**config.mk**
```make
export PLATFORM = sky130hd
export DESIGN_NAME = hilo_div_ctrl
export DESIGN_NICKNAME = d
export VERILOG_FILES = /design/src/rtl/hilo_div_ctrl_pkg.sv /design/src/rtl/hilo_div_ctrl_div_iter_counter.sv /design/src/rtl/hilo_div_ctrl.sv
export SDC_FILE = /design/constraint.sdc
export NUM_CORES = 1
export LEC_CHECK = 0
export BUFFER_PORTS_ARGS = -buffer_cell sky130_fd_sc_hd__buf_2
export CORE_AREA = 2 2 39 41
export DETAILED_ROUTE_END_ITERATION = 10
export DIE_AREA = 0 0 41 43
export PLACE_DENSITY_LB_ADDON = 0.08
export SYNTH_ARGS = -nofsm -noshare
export SYNTH_HDL_FRONTEND = slang
export SYNTH_SLANG_ARGS = --single-unit
```
**constraint.sdc**
```tcl
create_clock -name clk -period 2.7 [get_ports clk]
set_input_delay 0.81 -clock clk [delete_from_list [all_inputs] [get_ports clk]]
set_output_delay 0.81 -clock clk [all_outputs]
set_load 0.01 [all_outputs]
```
**src/rtl/hilo_div_ctrl_pkg.sv**
```systemverilog
// Shared definitions for the HI/LO divide sequencer: op classes, writeback select codes, FSM states.
package hilo_div_ctrl_pkg;

    typedef enum logic [2:0] {
        ALU_AND  = 3'b000,
        ALU_OR   = 3'b001,
        ALU_ADD  = 3'b010,
        SH_SLL   = 3'b011,
        DIV_MFHI = 3'b100,
        DIV_MFLO = 3'b101,
        ALU_SUB  = 3'b110,
        ALU_SLT  = 3'b111
    } op_class_e;

    typedef enum logic [1:0] {
        WB_ALU = 2'b00,
        WB_HI  = 2'b01,
        WB_LO  = 2'b10,
        WB_SHF = 2'b11
    } wb_sel_e;

    typedef enum logic [1:0] {
        S_IDLE = 2'b00,
        S_LOAD = 2'b01,
        S_RUN  = 2'b10,
        S_DONE = 2'b11
    } div_state_e;

    function automatic logic [1:0] wb_map(input logic [2:0] cls);
        logic [1:0] sel;
        sel = WB_ALU;
        case (cls)
            DIV_MFHI: sel = WB_HI;
            DIV_MFLO: sel = WB_LO;
            SH_SLL:   sel = WB_SHF;
            default:  sel = WB_ALU;
        endcase
        return sel;
    endfunction

endpackage

```
**src/rtl/hilo_div_ctrl_div_iter_counter.sv**
```systemverilog
// Iteration counter for the shift-subtract divider; flags the final iteration.
module div_iter_counter #(
    parameter int DIV_CYCLES = 32,
    parameter int CNT_W      = 6
) (
    input  logic clk,
    input  logic rst_n,
    input  logic clr,
    input  logic en,
    output logic tc
);

    logic [CNT_W-1:0] cnt;

    always_ff @(posedge clk or negedge rst_n) begin
        if (!rst_n)
            cnt <= '0;
        else if (clr)
            cnt <= '0;
        else if (en)
            cnt <= cnt + 1'b1;
    end

    assign tc = (cnt == CNT_W'(DIV_CYCLES - 1));

endmodule

```
**src/rtl/hilo_div_ctrl.sv**
```systemverilog
// Divide sequencer: drives load/step/commit strobes, stalls HI/LO hazards, registers the writeback select.
module hilo_div_ctrl
    import hilo_div_ctrl_pkg::*;
#(
    parameter int DIV_CYCLES = 32,
    parameter int CNT_W      = 6
) (
    input  logic       clk,
    input  logic       rst_n,
    input  logic       op_valid,
    input  logic [2:0] op_class,
    input  logic       div_req,
    input  logic       divisor_zero,
    input  logic       abort,
    output logic       div_load,
    output logic       div_step,
    output logic       hilo_we,
    output logic       div_by_zero,
    output logic       busy,
    output logic       stall,
    output logic [1:0] wb_sel,
    output logic       wb_sel_valid
);

    div_state_e state, state_nxt;
    logic       dz, dz_nxt;
    logic       cnt_tc;

    // Counter only runs in RUN; any other state (LOAD in particular) or an abort clears it.
    div_iter_counter #(
        .DIV_CYCLES(DIV_CYCLES),
        .CNT_W     (CNT_W)
    ) u_cnt (
        .clk  (clk),
        .rst_n(rst_n),
        .clr  ((state != S_RUN) | abort),
        .en   (state == S_RUN),
        .tc   (cnt_tc)
    );

    always_ff @(posedge clk or negedge rst_n) begin
        if (!rst_n) begin
            state <= S_IDLE;
            dz    <= 1'b0;
        end else begin
            state <= state_nxt;
            dz    <= dz_nxt;
        end
    end

    always_comb begin
        state_nxt = state;
        dz_nxt    = dz;
        case (state)
            S_IDLE: if (op_valid && div_req && !abort) state_nxt = S_LOAD;
            S_LOAD: begin
                if (abort)
                    state_nxt = S_IDLE;
                else if (divisor_zero) begin
                    state_nxt = S_DONE;
                    dz_nxt    = 1'b1;
                end else
                    state_nxt = S_RUN;
            end
            S_RUN: begin
                if (abort)
                    state_nxt = S_IDLE;
                else if (cnt_tc)
                    state_nxt = S_DONE;
            end
            // Commit cannot be cancelled once reached.
            S_DONE: begin
                state_nxt = S_IDLE;
                dz_nxt    = 1'b0;
            end
            default: state_nxt = S_IDLE;
        endcase
    end

    assign div_load    = (state == S_LOAD);
    assign div_step    = (state == S_RUN);
    assign hilo_we     = (state == S_DONE);
    assign div_by_zero = (state == S_DONE) & dz;
    assign busy        = (state != S_IDLE);

    // HI/LO readers and a second DIVU wait for the unit; includes the DONE cycle so mfhi/mflo see committed values.
    assign stall = op_valid & busy &
                   (div_req | (op_class == DIV_MFHI) | (op_class == DIV_MFLO));

    always_ff @(posedge clk or negedge rst_n) begin
        if (!rst_n) begin
            wb_sel       <= WB_ALU;
            wb_sel_valid <= 1'b0;
        end else if (op_valid && !stall) begin
            wb_sel       <= wb_map(op_class);
            wb_sel_valid <= 1'b1;
        end else begin
            wb_sel       <= WB_ALU;
            wb_sel_valid <= 1'b0;
        end
    end

endmodule

```
Yosys cells after proc, flatten, opt, wreduce, memory -nomap -nowiden. Cells that the tools add are included.

Add/sub/neg operators: 1. Equality and inequality tests: 12. Mux-type cells: 14. Bitwise gates (word level): 6. Reduce and logical (&&, ||, !) cells: 11.

Operator list (count): $mux W6 (2); $mux W2 (5); $ne A2 B2 Y1 const B (4); $pmux W2 S4 (1); $add A6 B1 Y6 const B (1); $eq A3 B3 Y1 const B (2); $eq A6 B5 Y1 const B (1); $pmux W2 S3 (1); $reduce_bool A2 Y1 (3); $eq A2 B2 Y1 const B (2); $mux W1 (4); $and A1 B1 Y1 (3); $eq A3 B2 Y1 const B (1); $logic_and A1 B1 Y1 (3); $ne A3 B2 Y1 const B (1); $or A1 B1 Y1 (3); $reduce_and A3 Y1 (1); $eq A2 B1 Y1 const B (1); $logic_not A1 Y1 (2); $logic_not A2 Y1 (1); $pmux W1 S2 (1); $reduce_and A2 Y1 (1).

Register bits: 12. Input port bits: 9. Output and inout bits: 9. Word-level logic and storage cells: 49.

Logic depth before layout (Yosys ltp). Gate-level depths: netlist (run 1).

Depth in word-level cells: 7. Depth in mapped cells: 4. Mapped depth without buffers: 4.

Cells and area by module. A second synthesis (run 1) with hierarchy kept.

Cell total of the unflattened synthesis: 58. Area total of the unflattened synthesis: 590.6 µm².

Modules (own cells, without submodules): hilo_div_ctrl (times used 1, cells each 31, area an instance 309.0 µm², sequential area each 150.1 µm²); div_iter_counter (times used 1, cells each 27, area an instance 281.5 µm², sequential area each 150.1 µm²).

Worst setup path after synthesis (run 1). OpenSTA, ideal clock, no wires.

Path type: input to output. Start: input op_class[2]. End: output stall. Data arrival time: 1.185 ns. Required time: 1.890 ns. Slack: 0.705 ns. Stages: 3. Path buffers: 0. Cell sequence: nor2b_1 > o21ai_2 > nor2_1.

Cells in the longest elaborated chain, start to end: 4. Elaborated cells on any way between the ends: 5. Those cells by class: 2 x eq/ne; 3 x bitwise.

Ends and longest elaborated chain: start, declared (line hilo_div_ctrl.sv:11) `input logic [2:0] op_class,`; $eq A3 B3 Y1 (line hilo_div_ctrl.sv:88) `(div_req | (op_class == DIV_MFHI) | (op_class == DIV_MFLO));`; $or A1 B1 Y1 (line hilo_div_ctrl.sv:88); $or A1 B1 Y1 * (line hilo_div_ctrl.sv:88); $and A1 B1 Y1 * (line hilo_div_ctrl.sv:87) `assign stall = op_valid & busy &`; end, declared (line hilo_div_ctrl.sv:20) `output logic stall,`.

Mark *: on every way between the ends. The rest lies on a longest branch, timed or not.

Worst setup path after layout (run 1). Ends and elaborated chain as after synthesis.

==> results of run 1 <==
[worst max-delay path: stages]
cell	delay [ps]
sky130_fd_sc_hd__buf_2	120
sky130_fd_sc_hd__nor2b_1	130
sky130_fd_sc_hd__o21ai_2	160
sky130_fd_sc_hd__nor2_1	50
sky130_fd_sc_hd__buf_2	130
[where the power goes]
group / leakage (uW) / switching (uW) / internal [uW]
clock network: 0.0000210 / 57.3 / 81.8
logic: 0.000184 / 33.0 / 28.4
registers: 0.000161 / 11.9 / 194
total: 0.000366 / 102 / 304
[cell families after synthesis]
logic type | after synthesis
buffers and inverters | 2
AO/OA/AOI/OAI | 9
adder cells (fa/ha/maj) | 1
AND/OR/NAND/NOR | 28
XOR/XNOR | 4
flip-flops | 12
[state kept, by name, indices dropped and copies added, names as in the netlist]
signal        cells
dz                1
state             2
u_cnt.cnt         6
wb_sel            2
wb_sel_valid      1
[through the flow]
stage	setup slack, ps	utilization (%)	total power (uW)	instances	hold WS, ps
after floorplan	705	-	241	56	455
after global placement	496	48.6	269	89	475
after detailed placement	488	48.6	271	89	491
after CTS	482	51.3	414	93	407
after global routing	425	51.3	433	93	423
final	482	51.3	406	93	405
[cells in the final DEF (no fill, tap or decap)]
master                     count
sky130_fd_sc_hd__and2b_1       1
sky130_fd_sc_hd__nand3b_1      1
sky130_fd_sc_hd__nor2_1        6
sky130_fd_sc_hd__and2_1        3
sky130_fd_sc_hd__o21ai_0       3
sky130_fd_sc_hd__nand3_1       3
sky130_fd_sc_hd__a21oi_1       1
sky130_fd_sc_hd__dfrtp_1      12
sky130_fd_sc_hd__o21ai_2       1
sky130_fd_sc_hd__clkbuf_4      3
sky130_fd_sc_hd__and4_1        1
sky130_fd_sc_hd__nor2b_1       2
sky130_fd_sc_hd__a21oi_2       1
sky130_fd_sc_hd__o21a_1        1
sky130_fd_sc_hd__inv_1         2
sky130_fd_sc_hd__and3_1        3
sky130_fd_sc_hd__xor2_1        3
sky130_fd_sc_hd__buf_2        17
sky130_fd_sc_hd__ha_1          1
sky130_fd_sc_hd__a31oi_1       1
sky130_fd_sc_hd__xnor2_1       1
sky130_fd_sc_hd__clkbuf_8      1
sky130_fd_sc_hd__nand2b_1      2
sky130_fd_sc_hd__or2_1         1
sky130_fd_sc_hd__o22ai_1       1
sky130_fd_sc_hd__or3_1         1
sky130_fd_sc_hd__nor3b_1       1
sky130_fd_sc_hd__nand2_1       3
[worst paths after layout]
| check | start | end | slack, ps | depth (start not counted) |
|---|---|---|---|---|
| worst max-delay path | op_class[2] | stall | 480 | 5 |
| worst min-delay path | rst_n | u_cnt.cnt[5] | 400 | 1 |
| worst max register to register | state[1] | state[0] | 1510 | 3 |
| worst min register to register | u_cnt.cnt[0] | u_cnt.cnt[0] | 500 | 1 |
| max in group asynchronous | rst_n | u_cnt.cnt[1] | 2080 | 1 |
| min in group clk | u_cnt.cnt[0] | u_cnt.cnt[0] | 500 | 1 |
[area by class of cell]
class / count / area [um^2]
inverter: 2 / 7.51
clock buffer: 4 / 36.3
fill: 133 / 674
timing repair buffer: 17 / 85.1
tap: 16 / 20.0
sequential: 12 / 300
multi-input combinational: 42 / 260
[layer usage]
layer | up-vias | track usage, % | share of wire (%) | wire length [um]
li1 | 231 | - | - | -
met1 | 228 | 17.4 | 43 | 467
met2 | 11 | 25.9 | 52 | 555
met3 | 2 | 1.57 | 3.2 | 34
met4 | 0 | 10.0 | 1.8 | 19
met5 | - | 0 | 0 | 0
==> impl_summary.txt, run 1 <==
----------------------------------------------------
[Drt]
  Antenna viol nets, final ... 0
  Number of vias after detailed routing ... 472
  DR vias/cell ... 5.08
  DR iter-0 viols ... 3
  Routed Wire Length ... 1.08 mm
  DR pass1 iterations ... 2
  DRC violations left ... 0
  Post-detailed-route wirelength per cell ... 11.6 um

[Clock tree]
  Num CTS Buffers ... 3
  Root Buffer ... sky130_fd_sc_hd__clkbuf_4
  TritonCTS sink count ... 12
  TritonCTS clock tree ... yes
  Post-CTS setup-driven buffer insertion count ... 0
  Clk Latency, worst-skew pair ... 260 ps
  Clock slew at reported path FFs ... 80 ps
  Hold buffer count at CTS ... 0
  Post-cts sizing count ... 0
  H-Tree Depth ... 1
  Bufs on Longest Clock Path ... 2

[Die]
  Die X-Extent ... 41 um
  Number of I/O pins ... 18
  Number of core rows ... 14
  Vertical die dimension ... 43 um
  Die ar. ... 1760 um^2
  Initial core utilization ... 41.0%
  Total core area ... 1380 um^2

[Logic synthesis]
  Main combinational cell family by area after synthesis ... simple AND/OR/NAND/NOR gates
  Instance count of the mapped netlist ... 56
  Post-synthesis adder-cell area fraction ... 2.20%
  Leading cell types by total area after synthesis ... sky130_fd_sc_hd__dfrtp_1 (53%), sky130_fd_sc_hd__xor2_1 (4.6%), sky130_fd_sc_hd__nor2_1 (4.0%)
  Avg Synthesized Cell Area ... 10.1 um^2
  Simple-gate share of the synthesized area ... 27.3%
  Register bit count reported by yosys ... 12
  Most area-hungry cell type in the Yosys netlist ... sky130_fd_sc_hd__dfrtp_1
  Number of distinct library cells after synthesis ... 25
  EDFF count, synth ... 0
  Most frequent cell after synthesis ... sky130_fd_sc_hd__dfrtp_1
  Proportion of netlist area held by the largest area contributor ... 52.9%
  Count of warnings emitted by yosys ... 0
  Compound-gate portion of the synthesized area ... 10.1%
  Mux share of post-synthesis cell area ... 0%
  Fraction of synthesized cell area in xor and xnor cells ... 6.17%
  Post-synth ARST share ... 100%
  Seq/Total Area, Yosys ... 52.9%
  List of most frequent post-synthesis cells ... sky130_fd_sc_hd__dfrtp_1 (12), sky130_fd_sc_hd__nor2_1 (6)
  Most instantiated flip-flop cell in the synthesis netlist ... sky130_fd_sc_hd__dfrtp_1
  Post-Synthesis Net Count ... 66
  Cell area after synthesis ... 568 um^2

[Place]
  Sum of net half-perimeters after detailed placement ... 832 um
  Number of buffers inserted by port buffering ... 17
  Placer's final routability congestion estimate ... 0.637
  Total placed instance area ... 673 um^2

[Final layout]
  Net total in the final layout ... 88
  Summed area of non-filler cells in the final layout ... 709 um^2
  Synth-to-Final Area Change ... 24.9%
  Number of antenna cells inserted ... 0
  Proportion of layout cells with a drive suffix above 1 ... 29.9%

[Global routing]
  Via count of the first global-routing pass ... 470
  Global router's overall resource usage ... 15.6%
  Remaining global-route overflow ... 0
  Pin count of the biggest net entering global routing ... 13
  Wire length of the first global-routing pass ... 1.84 mm
  Initial antenna violation count ... 0

[Worst setup path]
  Sort of element at the start of the critical path ... input port
  Data required, critical path ... 1890 ps
  Signal arrival time at the worst endpoint ... 1410 ps
  Worst setup path category ... in -> out
  Critical-path maximum fanout ... 4
  Worst setup EP type ... output pin

[STA]
  Final-report setup violation count ... 0
  Relative max-transition margin ... 82.3%
  Maximum clock frequency ... 0.451 GHz
  RSZ-0062 raised after global routing ... false
  Final clock skew ... 2.19 ps
  Setup TNS ... 0 ps
  Post-route minimum period ... 2220 ps
  Pins Over Slew Limit ... 0
  Hold Violations, Final ... 0
  Final period utilization ... 82.1%
  Actual transition at the worst max-transition pin ... 266 ps

[Power and ir drop]
  Power density of the placed cells ... 573 nW/um^2
  Leak ... 0.000366 uW
  Largest vdd supply drop ... 0.254 mV

[Status]
  Result of the run ... finished, final reports clean

[Min path]
  Worst hold path type ... in -> async

[Run]
  Maximum Capacitance Violations ... 0

----------------------------------------------------
Note: power is estimated with default switching activity, not from simulation.
==> run 2: changes to the inputs <==
--- a/config.mk
+++ b/config.mk
@@ -5,6 +5,7 @@
 export SDC_FILE = /design/constraint.sdc
 export NUM_CORES = 1
 export LEC_CHECK = 0
+export ABC_AREA = 1
 export BUFFER_PORTS_ARGS = -buffer_cell sky130_fd_sc_hd__buf_2
 export CORE_AREA = 2 2 39 41
 export DETAILED_ROUTE_END_ITERATION = 10
==> constraint.sdc (replaced) <==
create_clock -name clk -period 2.2 [get_ports clk]
set_input_delay 0.66 -clock clk [delete_from_list [all_inputs] [get_ports clk]]
set_output_delay 0.66 -clock clk [all_outputs]
set_load 0.01 [all_outputs]
==> impl_summary.txt, run 2 <==
----------------------------------------------------
[Status]
  Result of the run ... finished, final reports clean (unchanged)

[Worst setup path]
  Depth of the worst register-to-register path ... 7 (was 3)
  Worst setup EP type ... output pin (unchanged)
  Worst setup path category ... reg -> out (was in -> out)
  Sort of element at the start of the critical path ... flip-flop (was input port)
  Signal arrival time at the worst endpoint ... 1260 ps (was 1410 ps)
  Critical-path maximum fanout ... 6 (was 4)
  Data required, critical path ... 1540 ps (was 1890 ps)

[Logic synthesis]
  Instance count of the mapped netlist ... 78 (was 56)
  Register bit count reported by yosys ... 12 (unchanged)
  Post-synth ARST share ... 100% (unchanged)
  EDFF count, synth ... 0 (unchanged)
  Proportion of netlist area held by the largest area contributor ... 50.0% (was 52.9%)
  Number of distinct library cells after synthesis ... 16 (was 25)
  List of most frequent post-synthesis cells ... sky130_fd_sc_hd__nor2_1 (18), sky130_fd_sc_hd__nand2_1 (16), sky130_fd_sc_hd__dfrtp_1 (12), sky130_fd_sc_hd__inv_1 (12), sky130_fd_sc_hd__nand3_1 (4) (was sky130_fd_sc_hd__dfrtp_1 (12), sky130_fd_sc_hd__nor2_1 (6))
  Avg Synthesized Cell Area ... 7.70 um^2 (was 10.1 um^2)
  Seq/Total Area, Yosys ... 50.0% (was 52.9%)
  Cell area after synthesis ... 601 um^2 (was 568 um^2)
  Most frequent cell after synthesis ... sky130_fd_sc_hd__nor2_1 (was sky130_fd_sc_hd__dfrtp_1)
  Post-Synthesis Net Count ... 88 (was 66)
  Most area-hungry cell type in the Yosys netlist ... sky130_fd_sc_hd__dfrtp_1 (unchanged)
  Count of warnings emitted by yosys ... 0 (unchanged)
  Leading cell types by total area after synthesis ... sky130_fd_sc_hd__dfrtp_1 (50%), sky130_fd_sc_hd__nor2_1 (11%), sky130_fd_sc_hd__nand2_1 (10%) (was sky130_fd_sc_hd__dfrtp_1 (53%), sky130_fd_sc_hd__xor2_1 (4.6%), sky130_fd_sc_hd__nor2_1 (4.0%))
  Most instantiated flip-flop cell in the synthesis netlist ... sky130_fd_sc_hd__dfrtp_1 (unchanged)

[Place]
  Number of buffers inserted by port buffering ... 17 (unchanged)
  Sum of net half-perimeters after detailed placement ... 823 um (was 832 um)
  Post-Place Worst Slack ... 343 ps (was 488 ps)
  Placer's final routability congestion estimate ... 0.750 (was 0.637)

[Run]
  Maximum Capacitance Violations ... 0 (unchanged)

[Final layout]
  Regs by FF count ... u_cnt.cnt (6), state (2), wb_sel (2) (unchanged)
  Commonest non-fill, non-tap cell in the layout ... sky130_fd_sc_hd__nor2_1 (was sky130_fd_sc_hd__buf_2)
  Largest Register ... u_cnt.cnt (unchanged)
  Proportion of layout cells with a drive suffix above 1 ... 27.6% (was 29.9%)
  Highest-count cells in the layout ignoring fill and taps ... sky130_fd_sc_hd__nor2_1 (18), sky130_fd_sc_hd__buf_2 (17), sky130_fd_sc_hd__nand2_1 (16), sky130_fd_sc_hd__inv_1 (12), sky130_fd_sc_hd__dfrtp_1 (12) (was sky130_fd_sc_hd__buf_2 (17), sky130_fd_sc_hd__dfrtp_1 (12), sky130_fd_sc_hd__nor2_1 (6))
  Max FFs per register ... 6 (unchanged)
  Synth-to-Final Area Change ... 21.2% (was 24.9%)
  Net total in the final layout ... 110 (was 88)
  Number of antenna cells inserted ... 0 (unchanged)

[STA]
  Maximum clock frequency ... 0.521 GHz
  Setup TNS ... 0 ps (unchanged)
  Hold Violations, Final ... 0 (unchanged)
  Post-route setup slack ... 279 ps (was 482 ps)
  Actual transition at the worst max-transition pin ... 277 ps (was 266 ps)
  Final period utilization ... 87.3%
  Final-report setup violation count ... 0 (unchanged)
  Final clock skew ... 8.72 ps (was 2.19 ps)
  Post-route minimum period ... 1920 ps
  Pins Over Slew Limit ... 0 (unchanged)
  RSZ-0062 raised after global routing ... false (unchanged)
  Relative max-transition margin ... 81.5% (was 82.3%)

[Clock tree]
  Root Buffer ... sky130_fd_sc_hd__clkbuf_4 (unchanged)
  TritonCTS sink count ... 12 (unchanged)
  Bufs on Longest Clock Path ... 2 (unchanged)
  H-Tree Depth ... 1 (unchanged)
  Clk Latency, worst-skew pair ... 270 ps (was 260 ps)
  TritonCTS clock tree ... yes (unchanged)
  Post-cts sizing count ... 0 (unchanged)
  Clock slew at reported path FFs ... 70 ps (was 80 ps)
  Post-CTS setup-driven buffer insertion count ... 0 (unchanged)
  Num CTS Buffers ... 3 (unchanged)
  Hold buffer count at CTS ... 0 (unchanged)

[Min path]
  Worst hold path type ... in -> async (unchanged)

[Drt]
  Post-detailed-route wirelength per cell ... 9.11 um (was 11.6 um)
  DRC violations left ... 0 (unchanged)
  DR vias/cell ... 4.63 (was 5.08)
  DR iter-0 viols ... 6 (was 3)
  Number of vias after detailed routing ... 528 (was 472)
  Routed Wire Length ... 1.04 mm (was 1.08 mm)
  Antenna viol nets, final ... 0 (unchanged)
  DR pass1 iterations ... 4 (was 2)

[Power and ir drop]
  Leak ... 0.000409 uW (was 0.000366 uW)
  Power density of the placed cells ... 838 nW/um^2 (was 573 nW/um^2)
  Largest vdd supply drop ... 0.558 mV (was 0.254 mV)
  Final Power ... 610 uW (was 406 uW)

[Global routing]
  Global router's overall resource usage ... 15.5% (was 15.6%)
  Pin count of the biggest net entering global routing ... 13 (unchanged)
  Wire length of the first global-routing pass ... 1.80 mm (was 1.84 mm)
  Initial antenna violation count ... 0 (unchanged)
  Via count of the first global-routing pass ... 461 (was 470)
  Remaining global-route overflow ... 0 (unchanged)

[Die]
  Initial core utilization ... 43.4% (was 41.0%)
  Number of I/O pins ... 18 (unchanged)
  Die ar. ... 1760 um^2 (unchanged)
  Die X-Extent ... 41 um (unchanged)
  Total core area ... 1380 um^2 (unchanged)
  Number of core rows ... 14 (unchanged)
  Vertical die dimension ... 43 um (unchanged)

----------------------------------------------------
run 2: cell type report:
| type | count | area, um^2 |
|---|---|---|
| Clock buffer | 3 | 22.5 |
| Fill cell | 144 | 656 |
| Inverter | 14 | 52.6 |
| Multi-Input combinational cell | 52 | 248 |
| Sequential cell | 12 | 300 |
| Tap cell | 16 | 20.0 |
| Timing Repair Buffer | 17 | 85.1 |
run 2: worst paths after layout:
check	from	endpoint	slack (ps)
max	state[0]	stall	280
min	rst_n	u_cnt.cnt[5]	260
max reg2reg	u_cnt.cnt[0]	state[0]	1080
min reg2reg	u_cnt.cnt[0]	u_cnt.cnt[0]	510
max in group asynchronous	rst_n	u_cnt.cnt[1]	1720
min in group clk	u_cnt.cnt[0]	u_cnt.cnt[0]	510
run 2: routing by layer:
layer  wire (um)  GRT usage (%)
met5           0              0
met1         507           22.0
met2         458           20.6
met3          57           3.14
met4          14           10.0
run 2: logic make-up (layout without fill, tap and decap cells):
family	Yosys count	count (layout)	synth area share (%)
fa+ha+maj	1	1	2.08
flops	12	12	50.0
buf+inv	14	34	8.75
simple gates	46	46	34.4
compound gates	4	4	3.33
xor+xnor	1	1	1.46
run 2: critical path, cell delays in order, from the launching register on:
cell and delay [ps]:
sky130_fd_sc_hd__dfrtp_1 440, sky130_fd_sc_hd__nor2_1 230, sky130_fd_sc_hd__inv_2 80, sky130_fd_sc_hd__nand3_2 80
sky130_fd_sc_hd__inv_1 40, sky130_fd_sc_hd__buf_2 120
run 2: power by group:
| group | switching (uW) | leakage [uW] | internal (uW) |
|---|---|---|---|
| clock | 66.2 | 0.0000138 | 63.2 |
| combinational | 121 | 0.000235 | 76.5 |
| sequential | 29.8 | 0.000160 | 253 |
run 2: through the flow:
stage | std cells | area (um^2) | utilization [%] | hold WS (ps)
floorplan | 78 | 601 | - | 364
global placement | 111 | 706 | 51.0 | 502
detailed placement | 111 | 706 | 51.0 | 507
CTS | 114 | 728 | 52.6 | 260
global route | 114 | 728 | 52.6 | 272
finish | 114 | 728 | 52.6 | 258
